### src/rtl/seq_det_pkg.sv
// seq_det_pkg: shared constants and helpers for the programmable sequence detector.
//  RST_PAT   - pattern loaded at reset (the legacy 1010 detector's pattern)
//  clamp_len - maps a requested pattern length onto the usable range 1..pat_w
package seq_det_pkg;

  localparam logic [3:0] RST_PAT = 4'b1010;

  // A length of 0, or one longer than the hardware holds, means "use the full width".
  function automatic int clamp_len(input int len, input int pat_w);
    return (len == 0 || len > pat_w) ? pat_w : len;
  endfunction

endpackage

### src/rtl/seq_det_sat_cnt.sv
// seq_det_sat_cnt: saturating up-counter.
//  clk   in   rising-edge clock
//  rst_n in   asynchronous active-low reset, clears q
//  en    in   increment request
//  q     out  count, sticks at all-ones
module seq_det_sat_cnt #(
  parameter int W = 8
) (
  input  logic         clk,
  input  logic         rst_n,
  input  logic         en,
  output logic [W-1:0] q
);

  always_ff @(posedge clk or negedge rst_n) begin
    if (!rst_n)                q <= '0;
    else if (en && (q != '1)) q <= q + 1'b1;
  end

endmodule

### src/rtl/seq_detector_param.sv
// seq_detector_param: run-time programmable serial sequence detector, Moore-style
// registered match pulse, overlapping or non-overlapping detection.
// Optional feature macro: SEQ_DET_COUNT_EN adds a saturating match counter.
//  clk         in   rising-edge clock
//  rst_n       in   asynchronous active-low reset
//  in_valid    in   x is sampled only when high
//  x           in   serial input bit
//  mode_ovl    in   1 = overlapping, 0 = non-overlapping detection
//  cfg_load    in   latch cfg_pattern/cfg_len, clear detection history
//  cfg_pattern in   pattern, bit [len-1] received first, bit [0] last
//  cfg_len     in   active length, 0 or >PAT_W means PAT_W
//  z           out  one-cycle match pulse
//  match_cnt   out  saturating match count (SEQ_DET_COUNT_EN only)
module seq_detector_param
  import seq_det_pkg::*;
#(
  parameter  int PAT_W = 4,
`ifdef SEQ_DET_COUNT_EN
  parameter  int CNT_W = 8,
`endif
  localparam int LEN_W = $clog2(PAT_W + 1)
) (
  input  logic             clk,
  input  logic             rst_n,
  input  logic             in_valid,
  input  logic             x,
  input  logic             mode_ovl,
  input  logic             cfg_load,
  input  logic [PAT_W-1:0] cfg_pattern,
  input  logic [LEN_W-1:0] cfg_len,
`ifdef SEQ_DET_COUNT_EN
  output logic [CNT_W-1:0] match_cnt,
`endif
  output logic             z
);

  logic [PAT_W-1:0] r_hist, r_pat, w_hist_nxt, w_mask;
  logic [LEN_W-1:0] r_fill, r_len, w_fill_nxt;
  logic             r_z, w_acc, w_match;

  // Config load takes priority over a valid bit on the same edge.
  assign w_acc = in_valid & ~cfg_load;

  always_comb begin
    w_hist_nxt = {r_hist[PAT_W-2:0], x};
    w_fill_nxt = (r_fill == LEN_W'(PAT_W)) ? r_fill : r_fill + 1'b1;
    // Only the low r_len bits of history take part in the compare.
    w_mask = '0;
    for (int i = 0; i < PAT_W; i++) w_mask[i] = (i < int'(r_len));
    w_match = w_acc && (((w_hist_nxt ^ r_pat) & w_mask) == '0) && (w_fill_nxt >= r_len);
  end

  always_ff @(posedge clk or negedge rst_n) begin
    if (!rst_n) begin
      r_hist <= '0;
      r_fill <= '0;
      r_z    <= 1'b0;
      r_pat  <= PAT_W'(RST_PAT);
      r_len  <= LEN_W'(PAT_W);
    end else if (cfg_load) begin
      r_pat  <= cfg_pattern;
      r_len  <= LEN_W'(clamp_len(int'(cfg_len), PAT_W));
      r_fill <= '0;
      r_z    <= 1'b0;
    end else if (w_acc) begin
      r_hist <= w_hist_nxt;
      // Non-overlap: a match consumes its bits, the next one needs len fresh bits.
      r_fill <= (w_match && !mode_ovl) ? '0 : w_fill_nxt;
      r_z    <= w_match;
    end else begin
      r_z    <= 1'b0;
    end
  end

  assign z = r_z;

`ifdef SEQ_DET_COUNT_EN
  seq_det_sat_cnt #(.W(CNT_W)) u_cnt (
    .clk   (clk),
    .rst_n (rst_n),
    .en    (w_match),
    .q     (match_cnt)
  );
`endif

endmodule

### config.mk
export PLATFORM = sky130hd
export DESIGN_NAME = seq_detector_param
export DESIGN_NICKNAME = d
export VERILOG_FILES = /design/src/rtl/seq_det_pkg.sv /design/src/rtl/seq_det_sat_cnt.sv /design/src/rtl/seq_detector_param.sv
export SDC_FILE = /design/constraint.sdc
export NUM_CORES = 1
export LEC_CHECK = 0
export CAP_MARGIN = 20
export CORE_UTILIZATION = 45
export CTS_CLUSTER_DIAMETER = 120
export DETAILED_ROUTE_END_ITERATION = 10
export GPL_ROUTABILITY_DRIVEN = 1
export GPL_TIMING_DRIVEN = 0
export PLACE_DENSITY = 0.7
export SYNTH_ARGS = -nofsm -noshare
export SYNTH_HDL_FRONTEND = slang
export SYNTH_SLANG_ARGS = --single-unit
### constraint.sdc
create_clock -name clk -period 1.9 [get_ports clk]
set_input_delay 0.38 -clock clk [delete_from_list [all_inputs] [get_ports clk]]
set_output_delay 0.38 -clock clk [all_outputs]
set_load 0.03 [all_outputs]
==> flow_summary.toml <==
[worst_setup_path]
cp-end-kind = "flip-flop"
arrival_ps = 2070
crit_fanout = 3
critPathKind = "reg2reg"
cp.required_ps = 2070
crit_path_start_kind = "flip-flop"

[global_route]
grt_overflow = 0
first_global_vias = 592
grt_antenna_before_repair = 0
grt_util_all_layers_pct = 19.3
grt_max_degree = 15
grt_pass1_wl_um = 2640

[logic_synthesis]
yosysWarnings = 0
yosys.area.top_type = "dfrtp_1"
seq_area_frac_synth_pct = 44.8
mappedNetlistArea_um2 = 791
ys_ff_latch = 14
ys_types = 28
yosysTopAreaCellShare_pct = 34.8
syn_nets = 91
yosys-top-cells-area = "dfrtp_1 (35%), dfstp_2 (10%), mux2_1 (10%)"
synthCells = 72
post_synth.cell_area_avg_um2 = 11.0

[finish]
final_common_cell = "clkdlybuf4s50_1"
layout-drive-gt1-share_pct = 31.2
area_delta_synth_final_pct = 38.0
utilization_pct = 69.2
fin_area_mm2 = 0.00109
nets = 113
final_cell_mix = "clkdlybuf4s50_1 (13), dfrtp_1 (11), mux2_1 (7), nand2_1 (4), xor2_1 (4)"
diodes = 0

[sta]
slew_viol_final = 0
fin_skew_ps = 9.78
setup_viol_count_final = 0
finalHoldViolations = 0
slew_headroom_pct = 58.3
period_minus_slack_ps = 1900
max_freq_mhz = 527
worst_slew_pin_slew_ps = 624
whs_ps = 484
final.period_utilization_pct = 99.8
rsz0062_at_grt = "yes"

[floorplan]
ios = 14
rows = 14
start_util_pct = 50.2
die_width_um = 43.9
die_y_um = 43.9
core-area_mm2 = 0.00158
die-area_mm2 = 0.00193

[power_and_ir_drop]
ir_worst_vdd_mv = 0.516
power_density_mw_per_mm2 = 737
power_w = 0.000805
leakage_nw = 0.495

[placed_design]
io_buffers = 13
place_congestion = 0.768
dp_hpwl_um = 1060
dpl-instance-area_um2 = 941

[run_status]
status = "complete, no violations"

[cts]
cts_root_buffer = "clkbuf_4"
clockBufferDepth = 2
path_clk_slew_ps = 90
cts-buffers-inserted = 3
cts.sinks = 14
h-tree-depth = 1
cts_hold_buffers = 0
cts_tree = "yes"
clkLatencyLatePin_ps = 280

[drt]
dr.pass1.iters = 4
drt_wl_total_um = 1500
dr_total_vias = 611
drtAntennaViolNets = 0
wl_per_cell_um = 13.7
drtIter0Drc = 5
drt_drc_violations_left = 0
viasPerCell = 5.61

[run]
maxCapViolations = 0

[min_path]
hold_class = "in2async"
critical path: stages, from the launching register on:
cell and delay [ps]:
dfrtp_1 400, buf_4 150, ha_4 150, nor2_1 130, nor2_2 70, ha_1 260
o21ai_1 60, o21bai_2 130, nand4_1 150, a41o_1 280
Yosys cell counts:
cell,instances
mux2i_1,1
a221oi_2,1
o21bai_2,1
a31o_1,1
nor2_1,5
dfstp_2,3
o21ai_1,1
dfrtp_1,11
o21ai_0,2
nor2b_1,1
nand2_1,6
inv_2,1
a22oi_1,1
xnor2_1,1
nor3_1,2
a21o_2,1
or3_4,1
nand4_1,2
xor2_1,4
nor3b_1,2
buf_1,1
or2_2,1
inv_1,5
ha_1,6
a21o_1,1
mux2_1,7
a41o_1,2
o22ai_1,1
final timing paths:
check | slack [ps] | endpoint | startpoint | cells after the start
worst max-delay path | 4 | r_fill[1] | r_fill[1] | 9
worst min-delay path | 480 | r_fill[2] | rst_n | 1
worst max register to register | 4 | r_fill[1] | r_fill[1] | 9
worst min register to register | 520 | r_hist[2] | r_hist[2] | 1
max in group asynchronous | 1010 | z | rst_n | 1
min in group clk | 520 | r_hist[2] | r_hist[2] | 1
cell type report:
class | instances | area (µm²)
plain buffers | 1 | 3.75
clock buffers | 4 | 36.3
fillers | 128 | 485
inverters | 6 | 22.5
multi-input cells | 51 | 490
flip-flops and latches | 14 | 354
well taps | 16 | 20.0
repair buffers | 17 | 164
power breakdown:
group	switching [W]	leakage [nW]	total, W	internal (W)
combinational	0.000102	0.304	0.000223	0.000121
sequential	0.0000311	0.171	0.000369	0.000338
clock	0.0000955	0.0210	0.000212	0.000116
total	0.000229	0.495	0.000805	0.000576
through the flow:
step                      setup WS [ps]  cells  setup TNS, ps
final                              3.66    109              0
after global routing               -108    109           -210
after CTS                          13.3    109              0
after detailed placement           -140    101           -318
after global placement             -123    101           -286
after floorplan                    93.3     72              0
sequential cells by signal, indices dropped and copies added, names as in the netlist:
| register | flops |
|---|---|
| r_pat | 4 |
| r_fill | 3 |
| r_hist | 3 |
| r_len | 3 |
| z | 1 |
layer usage:
layer  vias to the layer above  global-route usage (%)  part of all wire, %
li1                        302                       -                    -
met1                       293                    26.2                   45
met2                        14                    29.0                   50
met3                         2                    6.25                  3.4
met4                         0                    7.27                 0.67
met5                         -                       0                    0
kinds of logic after synthesis:
family | synth area share, %
buf+inv | 3.32
simple gates | 13.0
mux | 11.2
xor+xnor | 5.54
compound gates | 12.7
fa+ha+maj | 9.49
flops | 44.8
repair_timing:
action / 4_1_cts / 5_1_grt
setup endpoints to repair: 3 / 4
hold endpoints to repair: 0 / 0
setup buffers: 4 / 1
pin swaps: 4 / 12
gates resized for setup: 9 / 11
(Power assumes the default switching activity.)
